`src/rtl/cordic_vector_mc.sv`:
```
// rtl/cordic_vector_mc.sv - multi-channel round-robin iterative CORDIC vectoring engine
//
// Takes (I, Q) pairs from NUM_CH channels. It grants one channel at a time in
// round-robin order and produces atan2(Q, I) plus the CORDIC-scaled radius,
// tagged with the source channel, on one output stream that supports backpressure.
//
// Ports:
//   clk_i        clock
//   reset_ni     asynchronous active-low reset
//   in_valid_i   per-channel sample valid
//   in_ready_o   per-channel accept, one-hot or zero, only while idle
//   i_i, q_i     per-channel signed I / Q samples (IN_W each)
//   out_valid_o  result valid, held until out_ready_i
//   out_ready_i  downstream accept
//   out_ch_o     channel tag of the result
//   phi_o        signed phase, PI code == +pi, clamped to [-PI, PI]
//   r_o          radius (about 1.64676 x magnitude), never negative
//   busy_o       engine not idle
module cordic_vector_mc #(
   parameter int NUM_CH     = 4,
   parameter int IN_W       = 24,
   parameter int PHI_W      = 26,
   parameter int ITERATIONS = 24,
   parameter int PI         = 8388607,
   localparam int CH_W      = (NUM_CH > 1) ? $clog2(NUM_CH) : 1
) (
   input  logic                        clk_i,
   input  logic                        reset_ni,
   input  logic [NUM_CH-1:0]           in_valid_i,
   output logic [NUM_CH-1:0]           in_ready_o,
   input  logic [NUM_CH-1:0][IN_W-1:0] i_i,
   input  logic [NUM_CH-1:0][IN_W-1:0] q_i,
   output logic                        out_valid_o,
   input  logic                        out_ready_i,
   output logic [CH_W-1:0]             out_ch_o,
   output logic signed [PHI_W-1:0]     phi_o,
   output logic signed [IN_W+1:0]      r_o,
   output logic                        busy_o
);
   localparam int  XW   = IN_W + 2;
   localparam int  AW   = PHI_W + 1;
   localparam int  IW   = (ITERATIONS > 1) ? $clog2(ITERATIONS) : 1;
   localparam real PI_R = 3.14159265358979323846;
   localparam logic signed [AW-1:0] PI_POS = AW'(PI);
   localparam logic signed [AW-1:0] PI_NEG = -AW'(PI);

   // round(atan(2^-k) / pi * PI); only ever called with constant k
   function automatic int atan_code(input int k);
      real p;
      real v;
      p = 1.0;
      for (int j = 0; j < k; j++) p = p / 2.0;
      v = $atan(p) / PI_R * real'(PI);
      return $rtoi(v + 0.5);
   endfunction

   logic signed [PHI_W-1:0] atan_tab [ITERATIONS];
   for (genvar k = 0; k < ITERATIONS; k++) begin : g_atan
      assign atan_tab[k] = PHI_W'(atan_code(k));
   end

   typedef enum logic [1:0] {IDLE, PREROT, ITERATE, OUT} state_t;
   state_t state, state_nx;

   logic signed [XW-1:0]    x, y, x_nx, y_nx;
   logic signed [AW-1:0]    phi, phi_nx, atan_ext;
   logic signed [PHI_W-1:0] phi_cl, phi_q;
   logic signed [XW-1:0]    r_q;
   logic [IW-1:0]           it;
   logic                    zero, last_it, gnt_vld;
   logic [CH_W-1:0]         ptr, grant, cand, ch;

   // Search from ptr upward with wrap. The loop walks the offsets downward, so
   // the closest valid channel is written last and wins.
   always_comb begin
      grant   = '0;
      gnt_vld = 1'b0;
      cand    = '0;
      for (int k = NUM_CH - 1; k >= 0; k--) begin
         cand = CH_W'((int'(ptr) + k) % NUM_CH);
         if (in_valid_i[cand]) begin
            grant   = cand;
            gnt_vld = 1'b1;
         end
      end
   end

   // One micro-rotation. Both updates read the pre-update x and y.
   always_comb begin
      atan_ext = AW'(atan_tab[it]);
      if (!y[XW-1]) begin
         x_nx   = x + (y >>> it);
         y_nx   = y - (x >>> it);
         phi_nx = phi + atan_ext;
      end else begin
         x_nx   = x - (y >>> it);
         y_nx   = y + (x >>> it);
         phi_nx = phi - atan_ext;
      end
      phi_cl = phi_nx[PHI_W-1:0];
      if (phi_nx > PI_POS)      phi_cl = PI_POS[PHI_W-1:0];
      else if (phi_nx < PI_NEG) phi_cl = PI_NEG[PHI_W-1:0];
   end

   assign last_it = (it == IW'(ITERATIONS - 1));

   always_comb begin
      state_nx = state;
      case (state)
         IDLE:    if (gnt_vld) state_nx = PREROT;
         PREROT:  state_nx = ITERATE;
         ITERATE: if (last_it) state_nx = OUT;
         OUT:     if (out_ready_i) state_nx = IDLE;
         default: state_nx = IDLE;
      endcase
   end

   always_ff @(posedge clk_i or negedge reset_ni) begin
      if (!reset_ni) state <= IDLE;
      else           state <= state_nx;
   end

   always_ff @(posedge clk_i or negedge reset_ni) begin
      if (!reset_ni) begin
         x     <= '0;
         y     <= '0;
         phi   <= '0;
         it    <= '0;
         zero  <= 1'b0;
         ptr   <= '0;
         ch    <= '0;
         phi_q <= '0;
         r_q   <= '0;
      end else begin
         case (state)
            IDLE: if (gnt_vld) begin
               x    <= {{2{i_i[grant][IN_W-1]}}, i_i[grant]};
               y    <= {{2{q_i[grant][IN_W-1]}}, q_i[grant]};
               phi  <= '0;
               zero <= 1'b0;
               ch   <= grant;
               ptr  <= (grant == CH_W'(NUM_CH - 1)) ? '0 : grant + 1'b1;
            end
            PREROT: begin
               // Fold the left half-plane into the right half-plane. The half-turn
               // takes its sign from y before negation.
               if (x[XW-1]) begin
                  x   <= -x;
                  y   <= -y;
                  phi <= y[XW-1] ? PI_NEG : PI_POS;
               end
               zero <= (x == '0) && (y == '0);
               it   <= '0;
            end
            ITERATE: begin
               x   <= x_nx;
               y   <= y_nx;
               phi <= phi_nx;
               it  <= it + 1'b1;
               if (last_it) begin
                  phi_q <= zero ? '0 : phi_cl;
                  r_q   <= zero ? '0 : x_nx;
               end
            end
            default: ;
         endcase
      end
   end

   // Gated by reset_ni so that no channel sees ready while reset is asserted.
   assign in_ready_o  = ((state == IDLE) && gnt_vld && reset_ni) ? (NUM_CH'(1) << grant) : '0;
   assign out_valid_o = (state == OUT);
   assign busy_o      = (state != IDLE);
   assign out_ch_o    = ch;
   assign phi_o       = phi_q;
   assign r_o         = r_q;
endmodule

```
`config.mk`:
```
export PLATFORM = sky130hd
export DESIGN_NAME = cordic_vector_mc
export DESIGN_NICKNAME = d
export VERILOG_FILES = /design/src/rtl/cordic_vector_mc.sv
export SDC_FILE = /design/constraint.sdc
export NUM_CORES = 1
export LEC_CHECK = 0
export BUFFER_PORTS_ARGS = -buffer_cell sky130_fd_sc_hd__buf_2
export CELL_PAD_IN_SITES_DETAIL_PLACEMENT = 0
export CELL_PAD_IN_SITES_GLOBAL_PLACEMENT = 1
export CORE_UTILIZATION = 44
export DETAILED_ROUTE_END_ITERATION = 6
export PLACE_DENSITY_LB_ADDON = 0.1
export SYNTH_ARGS = -nofsm -noshare
export SYNTH_HDL_FRONTEND = slang
export SYNTH_SLANG_ARGS = --single-unit
```
`constraint.sdc`:
```
create_clock -name clk_i -period 7.45 [get_ports clk_i]
set_input_delay 0.3725 -clock clk_i [delete_from_list [all_inputs] [get_ports clk_i]]
set_output_delay 0.3725 -clock clk_i [all_outputs]
set_load 0.02 [all_outputs]
```
==> flow_summary.html <==
<table>
<tr><th>Metric</th><th>Value</th></tr>
<tr><th colspan="2">Outcome</th></tr>
<tr><td>Result of the run</td><td>complete, no violations</td></tr>
<tr><th colspan="2">Worst hold path</th></tr>
<tr><td>Worst min-delay path category</td><td>primary input to flop</td></tr>
<tr><td>Min-Delay Path Depth</td><td>5</td></tr>
<tr><th colspan="2">Logic synthesis</th></tr>
<tr><td>Main flop type after synthesis</td><td>dfrtp_1</td></tr>
<tr><td>Synthesis-stage register bit count</td><td>143</td></tr>
<tr><td>Post-synthesis area per instance</td><td>7.61 sq um</td></tr>
<tr><td>Synth Cell Area</td><td>18200 sq um</td></tr>
<tr><td>Number of flops mapped to enable cells by yosys</td><td>0</td></tr>
<tr><td>Number of library cell types mapped by synthesis</td><td>90</td></tr>
<tr><td>Ys async rst share</td><td>100%</td></tr>
<tr><td>Yosys Warn Count</td><td>0</td></tr>
<tr><td>Instance count of the mapped netlist</td><td>2394</td></tr>
<tr><td>Net count after synthesis</td><td>2693</td></tr>
<tr><td>Sequential share of the synthesized area</td><td>19.6%</td></tr>
<tr><th colspan="2">Cells and area</th></tr>
<tr><td>Share of post-route cells with drive strength above 1</td><td>18.2%</td></tr>
<tr><td>Net count reported at finish</td><td>2839</td></tr>
<tr><td>Diodes inserted</td><td>0</td></tr>
<tr><td>Number of fill cells</td><td>4117</td></tr>
<tr><td>Synthesis-to-layout area growth</td><td>12.6%</td></tr>
<tr><th colspan="2">Timing</th></tr>
<tr><td>Post-layout minimum cycle time</td><td>6.77 ns</td></tr>
<tr><td>Hold violation count in the final report</td><td>0</td></tr>
<tr><td>Setup skew after layout</td><td>0.0249 ns</td></tr>
<tr><td>Setup repair after global routing missed its margin</td><td>no</td></tr>
<tr><td>Normalized max-slew margin</td><td>21.4%</td></tr>
<tr><td>Count of final setup violators</td><td>0</td></tr>
<tr><td>Tcrit/Tclk final</td><td>90.8%</td></tr>
<tr><td>Fmax</td><td>148 MHz</td></tr>
<tr><td>Final number of max-transition violations</td><td>0</td></tr>
<tr><td>Slew at the pin with the worst max-slew slack</td><td>1.17 ns</td></tr>
<tr><td>Final-layout setup total negative slack</td><td>0 ns</td></tr>
<tr><th colspan="2">Routing</th></tr>
<tr><td>Drc violations</td><td>0</td></tr>
<tr><td>Routed length per placed instance</td><td>25.3 microns</td></tr>
<tr><td>Residual antenna-violating net count after detailed routing</td><td>0</td></tr>
<tr><td>Number of vias per cell after detailed routing</td><td>6.44</td></tr>
<tr><td>Number of DRC markers in iteration 0</td><td>2074</td></tr>
<tr><td>Routed WL</td><td>77.9 mm</td></tr>
<tr><td>TritonRoute pass-1 iters</td><td>6</td></tr>
<tr><td>Total vias in the final route</td><td>19900</td></tr>
<tr><th colspan="2">Clocking</th></tr>
<tr><td>Clock network latency to the later pin of the worst-skew pair</td><td>0.48 ns</td></tr>
<tr><td>Count of hold buffers inserted by post-cts repair</td><td>1</td></tr>
<tr><td>Cell chosen for the clock root</td><td>clkbuf_16</td></tr>
<tr><td>Sinks on Clock Net</td><td>143</td></tr>
<tr><td>Post-CTS clock slew at the launch and capture registers of the worst setup and hold paths</td><td>0.07 ns</td></tr>
<tr><td>Clock tree from TritonCTS</td><td>yes</td></tr>
<tr><td>Post_cts resized</td><td>0</td></tr>
<tr><td>H-tree depth</td><td>4</td></tr>
<tr><td>Number of setup buffers added after CTS</td><td>0</td></tr>
<tr><td>Number of clock buffers inserted by TritonCTS</td><td>17</td></tr>
<tr><td>Buffer levels on the longest clock path</td><td>2</td></tr>
<tr><th colspan="2">Floorplanning</th></tr>
<tr><td>Number of rows in the core area</td><td>74</td></tr>
<tr><td>Core Region</td><td>40800 sq um</td></tr>
<tr><td>Die Span Y</td><td>205 microns</td></tr>
<tr><td>Boundary pin count</td><td>259</td></tr>
<tr><td>Die outline width</td><td>205 microns</td></tr>
<tr><td>Starting density of the core</td><td>44.6%</td></tr>
<tr><td>Die Area</td><td>42200 sq um</td></tr>
<tr><th colspan="2">Setup path</th></tr>
<tr><td>Endpoint class of the critical path</td><td>flop</td></tr>
<tr><td>Required time reported for the critical path endpoint</td><td>7.81 ns</td></tr>
<tr><td>Reg2reg setup slack</td><td>0.68 ns</td></tr>
<tr><td>Critical path startpoint category</td><td>flop</td></tr>
<tr><td>Register-to-Register Path Depth</td><td>21</td></tr>
<tr><td>Critical path class</td><td>flop to flop</td></tr>
<tr><td>Critical path peak fanout</td><td>36</td></tr>
<tr><td>Crit path arrival time</td><td>7.13 ns</td></tr>
<tr><th colspan="2">Global routing</th></tr>
<tr><td>Pin count of the biggest net entering global routing</td><td>75</td></tr>
<tr><td>Remaining global-route overflow</td><td>0</td></tr>
<tr><td>Vias in the first global route</td><td>19000</td></tr>
<tr><td>Total track usage</td><td>37.0%</td></tr>
<tr><td>Global-route wire length before repair</td><td>117 mm</td></tr>
<tr><td>Initial antenna violation count</td><td>1</td></tr>
<tr><th colspan="2">Placement</th></tr>
<tr><td>Count of buffers from port buffering</td><td>258</td></tr>
<tr><td>Routability Congestion</td><td>1.00</td></tr>
<tr><td>Detail Placement HPWL</td><td>60.1 mm</td></tr>
<tr><th colspan="2">Flow run</th></tr>
<tr><td>Max-cap violations</td><td>0</td></tr>
</table>
metrics by stage:
stage          cells  hold WS [ns]  worst slack, ns  cell area (sq um)  util (%)
6_report        3085         0.358            0.683              20500      50.2
5_1_grt         3085         0.399            0.312              20500      50.2
4_1_cts         3085         0.331            0.768              20500      50.2
3_5_place_dp    3052         0.372            0.839              19900      48.8
3_3_place_gp    3052         0.370            0.892              19900      48.8
2_1_floorplan   2394        0.0769             1.11              18200         -
synthesized netlist by cell type, types with 26 or more instances:
cell,count,share of area (%)
mux2i_1,44,2.4
and3_1,61,2.1
o211ai_1,38,1.6
a21oi_1,151,4.1
o21a_1,33,1.4
mux2_2,27,1.7
xor2_1,60,2.9
nor2_1,173,3.6
a311oi_1,32,1.5
o21ai_0,150,4.1
dfrtp_1,143,20
nor3_1,53,1.5
nand2b_1,26,0.89
ha_1,97,6.7
inv_1,47,0.97
a21o_1,48,2.0
nand3_1,32,0.88
xnor2_1,80,3.8
nand2_1,413,8.5
a31oi_1,41,1.4
clkbuf_1,150,3.1
mux4_2,46,5.7
layout make-up:
class                      count  area [sq um]  share of cell area [%]
inverter                      52           195                   0.952
sequential                   143          3580                    17.5
timing repair buffer         315          1730                    8.43
clock inverter                14           150                   0.732
tap                          532           666                    3.25
multi-input combinational   2011         13700                    67.0
clock buffer                  18           439                    2.14
placed cells by master (no fill, tap or decap), types with 56 or more instances in the layout:
cell / netlist / layout
xor2_1: 60 / 60
ha_1: 97 / 96
nand2_1: 413 / 413
buf_2: 14 / 257
nor2_1: 173 / 171
o21ai_0: 150 / 149
and3_1: 61 / 61
buf_4: 1 / 56
a21oi_1: 151 / 150
dfrtp_1: 143 / 139
xnor2_1: 80 / 79
layer usage:
metal  part of all wire (%)  up-vias  track usage (%)
li1                       -     9202                -
met1                     39     9546             45.2
met2                     49      923             63.2
met3                    7.5      185             6.97
met4                    4.7        2             16.2
met5                  0.017        -                0
final timing paths:
check                       endpoint       from
setup / recovery               x[22]      it[0]
hold / removal                  y[2]    q_i[50]
setup reg to reg               x[22]      it[0]
hold reg to reg            phi_o[25]  phi_o[25]
max in group asynchronous      y[25]   reset_ni
min in group asynchronous  phi_o[17]   reset_ni
cells by family after synthesis:
| logic type | count (synthesis) | synth area share [%] |
|---|---|---|
| multiplexers | 121 | 10.4 |
| flip-flops | 143 | 19.6 |
| buffers and inverters | 240 | 5.15 |
| AO/OA/AOI/OAI | 753 | 28.4 |
| AND/OR/NAND/NOR | 897 | 22.8 |
| adder cells (fa/ha/maj) | 100 | 6.99 |
| XOR/XNOR | 140 | 6.73 |
sequential cells by signal (all words and copies together), names as in the netlist:
name	count
phi	27
phi_o	26
r_o	26
x	26
y	26
it	5
out_ch_o	2
ptr	2
state	2
zero	1
worst max-delay path, cell delays in order, from the launching register on:
cell	delay, ns
dfrtp_2	0.36
buf_4	0.41
buf_4	0.51
mux2_2	0.44
mux2i_1	0.41
o21ai_0	0.39
o211ai_1	0.58
nand3b_1	0.27
nor3_2	0.53
nand2_1	0.14
and3_1	0.21
a21oi_1	0.11
o32ai_1	0.10
ha_1	0.36
nand3_1	0.15
o311a_1	0.39
a21oi_1	0.23
o21a_1	0.22
mux2_2	0.35
o21ai_0	0.18
o221ai_1	0.14
o21a_1	0.14
Power is left out: the tool's default activity adds up to more than one toggle a clock period on the data nets, which glitch-free logic cannot reach.
